$ cat src/rtl/lenet_argmax.sv
// lenet_argmax: classification read-out stage.
// Scans NUM_CLASSES signed FC2 logits from the activation SRAM (read-only
// port) and reports the index and value of the largest one. Ties keep the
// lowest index because a later logit must be strictly greater to win.
module lenet_argmax #(
    parameter int BASE_ADDR   = 743,
    parameter int NUM_CLASSES = 10,
    parameter int ADDR_W      = 16,
    parameter int DATA_W      = 32,
    parameter int IDX_W       = 4
) (
    input  logic              clk,
    input  logic              rst,
    input  logic              start,
    output logic              busy,
    output logic              done,
    output logic              result_valid,
    output logic [IDX_W-1:0]  class_id,
    output logic [DATA_W-1:0] class_score,
    output logic [3:0]        sram_act_wea,
    output logic [ADDR_W-1:0] sram_act_addr,
    input  logic [DATA_W-1:0] sram_act_rdata
);

    localparam logic [1:0] ST_IDLE  = 2'd0;
    localparam logic [1:0] ST_READ  = 2'd1;
    localparam logic [1:0] ST_DRAIN = 2'd2;

    // One extra bit so the issue counter can hold NUM_CLASSES itself.
    localparam int CNT_W = IDX_W + 1;

    localparam logic [ADDR_W-1:0] BASE_A    = ADDR_W'(BASE_ADDR);
    localparam logic [CNT_W-1:0]  LAST_CNT  = CNT_W'(NUM_CLASSES - 1);
    localparam logic [IDX_W-1:0]  LAST_IDX  = IDX_W'(NUM_CLASSES - 1);

    logic [1:0]        state_r;
    logic [CNT_W-1:0]  issue_cnt_r;

    // Stage 1: an address was issued on the last edge, with its class index.
    logic              rd_vld_r;
    logic [IDX_W-1:0]  rd_idx_r;

    // Stage 2: sram_act_rdata currently holds the logit with this index.
    logic              tag_vld_r;
    logic [IDX_W-1:0]  tag_idx_r;

    // Running maximum; max_has_r low means "empty".
    logic              max_has_r;
    logic [DATA_W-1:0] max_val_r;
    logic [IDX_W-1:0]  max_idx_r;

    logic              start_acc_s;
    logic              last_issue_s;
    logic              final_cmp_s;
    logic              take_s;
    logic [DATA_W-1:0] nxt_val_s;
    logic [IDX_W-1:0]  nxt_idx_s;

    // The activation SRAM is only ever read here.
    assign sram_act_wea = 4'b0000;

    // Control decodes and the next running-max value for the live datum.
    always_comb begin
        start_acc_s  = (state_r == ST_IDLE) && start;
        last_issue_s = (state_r == ST_READ) && (issue_cnt_r == LAST_CNT);
        final_cmp_s  = (state_r == ST_DRAIN) && tag_vld_r && (tag_idx_r == LAST_IDX);
        if (tag_vld_r) begin
            take_s = (!max_has_r) || ($signed(sram_act_rdata) > $signed(max_val_r));
        end else begin
            take_s = 1'b0;
        end
        if (take_s) begin
            nxt_val_s = sram_act_rdata;
            nxt_idx_s = tag_idx_r;
        end else begin
            nxt_val_s = max_val_r;
            nxt_idx_s = max_idx_r;
        end
    end

    // Scan FSM: address issue, issue counter and busy flag.
    always_ff @(posedge clk or posedge rst) begin
        if (rst) begin
            state_r       <= ST_IDLE;
            issue_cnt_r   <= {CNT_W{1'b0}};
            sram_act_addr <= BASE_A;
            rd_vld_r      <= 1'b0;
            rd_idx_r      <= {IDX_W{1'b0}};
            busy          <= 1'b0;
        end else begin
            case (state_r)
                ST_IDLE: begin
                    if (start_acc_s) begin
                        state_r       <= ST_READ;
                        sram_act_addr <= BASE_A;
                        issue_cnt_r   <= CNT_W'(1);
                        rd_vld_r      <= 1'b1;
                        rd_idx_r      <= {IDX_W{1'b0}};
                        busy          <= 1'b1;
                    end else begin
                        rd_vld_r      <= 1'b0;
                    end
                end
                ST_READ: begin
                    sram_act_addr <= sram_act_addr + ADDR_W'(1);
                    rd_idx_r      <= issue_cnt_r[IDX_W-1:0];
                    issue_cnt_r   <= issue_cnt_r + CNT_W'(1);
                    rd_vld_r      <= 1'b1;
                    if (last_issue_s) begin
                        state_r <= ST_DRAIN;
                    end else begin
                        state_r <= ST_READ;
                    end
                end
                ST_DRAIN: begin
                    rd_vld_r <= 1'b0;
                    if (final_cmp_s) begin
                        state_r <= ST_IDLE;
                        busy    <= 1'b0;
                    end else begin
                        state_r <= ST_DRAIN;
                    end
                end
                default: begin
                    state_r  <= ST_IDLE;
                    rd_vld_r <= 1'b0;
                    busy     <= 1'b0;
                end
            endcase
        end
    end

    // Delay the issue tag by the one-cycle SRAM read latency.
    always_ff @(posedge clk or posedge rst) begin
        if (rst) begin
            tag_vld_r <= 1'b0;
            tag_idx_r <= {IDX_W{1'b0}};
        end else begin
            tag_vld_r <= rd_vld_r;
            tag_idx_r <= rd_idx_r;
        end
    end

    // Running maximum: cleared on start, updated on every live datum.
    always_ff @(posedge clk or posedge rst) begin
        if (rst) begin
            max_has_r <= 1'b0;
            max_val_r <= {DATA_W{1'b0}};
            max_idx_r <= {IDX_W{1'b0}};
        end else if (start_acc_s) begin
            max_has_r <= 1'b0;
            max_val_r <= {DATA_W{1'b0}};
            max_idx_r <= {IDX_W{1'b0}};
        end else if (tag_vld_r) begin
            max_has_r <= 1'b1;
            max_val_r <= nxt_val_s;
            max_idx_r <= nxt_idx_s;
        end else begin
            max_has_r <= max_has_r;
        end
    end

    // Result registers: loaded on the final compare edge, held while idle.
    always_ff @(posedge clk or posedge rst) begin
        if (rst) begin
            done         <= 1'b0;
            result_valid <= 1'b0;
            class_id     <= {IDX_W{1'b0}};
            class_score  <= {DATA_W{1'b0}};
        end else begin
            done <= final_cmp_s;
            if (start_acc_s) begin
                result_valid <= 1'b0;
            end else if (final_cmp_s) begin
                result_valid <= 1'b1;
                class_id     <= nxt_idx_s;
                class_score  <= nxt_val_s;
            end else begin
                result_valid <= result_valid;
            end
        end
    end

endmodule

$ cat config.mk
export PLATFORM = sky130hd
export DESIGN_NAME = lenet_argmax
export DESIGN_NICKNAME = d
export VERILOG_FILES = /design/src/rtl/lenet_argmax.sv
export SDC_FILE = /design/constraint.sdc
export NUM_CORES = 1
export LEC_CHECK = 0
export CAP_MARGIN = 30
export CORE_AREA = 2 2 109 190
export DETAILED_ROUTE_END_ITERATION = 16
export DIE_AREA = 0 0 111 192
export PLACE_DENSITY = 0.61
export SLEW_MARGIN = 20
export SYNTH_ARGS = -nofsm -noshare
export SYNTH_HDL_FRONTEND = slang
export SYNTH_SLANG_ARGS = --single-unit
$ cat constraint.sdc
create_clock -name clk -period 10.92 [get_ports clk]
set_clock_uncertainty 0.05 [all_clocks]
set_input_delay 3.276 -clock clk [delete_from_list [all_inputs] [get_ports clk]]
set_output_delay 3.276 -clock clk [all_outputs]
set_load 0.02 [all_outputs]
==> flow_summary.toml <==
[run_status]
status = "finished, final reports clean"

[timing]
rsz0062_at_grt = "no"
setup_tns_ps = 0
worstMarginPinSlew_ps = 995.9
hold_violations = 0
fin_crit_ps = 6374
fin_crit_sh = 0.5837
worst_slack_ps = 4546
relSlewSlack = 0.3361
timing.fmax_mhz = 156.9
setup_viol = 0
final_max_slew_viol_count = 0

[clock_tree]
cts_setup_buffers = 0
cts_buffers = 9
ctsHoldBuffers = 0
cts_root_buf = "clkbuf_16"
clock_sinks = 109
clk_pin_slew_ps = 70
post_cts_resized = 0
htreeDepth = 3
clock_latency_ps = 360
cts_tree = "built"
cts_buffer_depth = 2

[detailed_routing]
avgRoutedWirePerCell_um = 17.55
drtPass1Iterations = 4
drt_wl_total_um = 15380
first_iter_violations = 246
drc = 0
dr_total_vias = 4561
antenna_left = 0
avgViaCountPerCell = 5.207

[run]
maxCapViolations = 0

[synth]
synth_area_leaders = "dfrtp_1 (44%), o31ai_4 (9.1%), ha_1 (7.5%)"
synth-edff-count = 0
synth_most_common_cell = "dfrtp_1"
synth_area_mm2 = 0.005863
ys_warn_count = 0
seq_area_frac_synth = 0.4667
syn_area_per_cell_um2 = 10.56
synth_cell_types = 50
async_flop_share = 1.000
synthFlopType = "dfrtp_1"
synth_top_area_cell = "dfrtp_1"
syn_inst = 555
ys_ff_latch = 109
synth_top_area_frac = 0.4353
ys_top_cells_by_count = "dfrtp_1 (102), a21oi_1 (57), nor2_1 (49)"

[floorplanning]
ios = 94
core-area_mm2 = 0.01965
start_util = 0.2983
die_x_um = 111
die_h_um = 192
num_rows = 68
dieArea_mm2 = 0.02131

[global_routing]
grt_usage = 0.1450
grt_pass1_vias = 4391
grt_pass1_wl_um = 24230
grt_remaining_overflow = 0
antenna_found_initial = 2
grt_start_max_net_pins = 58

[worst_hold_path]
hold_start = "rd_vld_r"
hp-class = "reg -> reg"
hold_depth = 0

[placement]
portBuffers = 89
place_ws_ps = 4025
globalplace.congestion = 0.7552
dp.cells = 859
hpwl_um = 10560
place_area_mm2 = 0.006892

[layout]
fin_nets = 696
final_area_mm2 = 0.007228
drive_above_1_share = 0.1141
final_cells = 876
area_delta_synth_final_pct = 23.28
diodes = 0

[critical_path]
crit_required_ps = 11140
end_kind = "flop"
path_max_fanout = 37
rr_worst_depth = 9
startpoint = "sram_act_rdata[13]"
crit_type = "in -> reg"
start_kind = "input pin"
worstPathArrival_ps = 6600
r2r-start = "max_val_r[14]"

[power_and_ir_drop]
peakVddDrop_v = 0.0001516
power_per_cell_area_mw_per_mm2 = 290.4
p_leak_nw = 2.939
[area by class of cell]
class | instances | area [µm²]
clock buffers | 10 | 229.0
clock inverters | 6 | 80.08
fillers | 1959 | 12430
inverters | 39 | 148.9
multi-input cells | 369 | 2738
flip-flops and latches | 109 | 2736
well taps | 245 | 306.5
repair buffers | 98 | 989.7
[critical path: stages]
cell and delay [ps]:
clkdlybuf4s50_1 520, ha_1 360, nand4_1 180, nor4b_1 470, o21ai_0 220, a21oi_1 290
o21a_4 840, o31ai_1 200, a31oi_1 210
[cells in the final DEF, fill, tap and decap left out, types with 2 or more instances in the layout]
cell / n
a41oi_1: 2
nor4bb_1: 2
nand4_1: 46
a22o_1: 2
a21oi_1: 57
nor2b_1: 4
ha_1: 35
clkdlybuf4s50_1: 89
o31ai_1: 7
inv_6: 3
dfrtp_1: 102
dfstp_2: 7
a31oi_1: 33
conb_1: 4
o31ai_4: 25
clkbuf_16: 9
a211oi_1: 2
buf_4: 6
nand3_1: 19
and3_1: 3
nor3_1: 3
o21ai_1: 2
nor2_1: 49
inv_1: 37
o31ai_2: 4
a311oi_1: 2
o21ai_0: 23
nand2_1: 25
[sequential cells by signal, indices dropped and copies added (netlist names), 2 cells and up]
register and flops:
tag_idx_r 4, issue_cnt_r 5, class_score 32, max_val_r 32
max_idx_r 4, state_r 2, class_id 4, sram_act_addr 16
rd_idx_r 4
[kinds of logic (layout without fill, tap and decap cells)]
logic type / count (synthesis) / in the layout / synth area share
compound gates: 169 / 169 / 0.2435
simple gates: 160 / 160 / 0.1406
flops: 109 / 109 / 0.4667
buf+inv: 80 / 153 / 0.07213
fa+ha+maj: 35 / 35 / 0.07469
other cells: 1 / 4 / 0.0006396
mux: 1 / 1 / 0.001707
[report_power, final]
part	switching, mW	total, mW	internal, mW	leakage (nW)
clock network	0.163	0.346	0.183	0.147
logic	0.613	1.06	0.443	1.44
registers	0.116	0.697	0.580	1.35
[metrics by stage]
stage,hold WS (ps),power (mW),utilization
after floorplan,281.2,1.435,-
after global placement,294.3,1.734,0.3493
after detailed placement,284.7,1.755,0.3506
after CTS,301.0,2.108,0.3664
after global routing,309.5,2.251,0.3678
final,301.2,2.099,0.3678
[per-layer routing]
metal	GRT usage	routed length [µm]
met1	0.1681	6207
met4	0.05625	347
met5	0	23
met3	0.02903	575
met2	0.2622	8221
[final timing paths]
path                                         to  slack, ps
worst max-delay path            class_score[31]       4550
worst min-delay path                  tag_vld_r        300
worst max register to register  class_score[31]       7630
worst min register to register        tag_vld_r        300
max in group asynchronous        issue_cnt_r[0]       6270
min in group asynchronous                  done       3330
(Power assumes the default switching activity.)
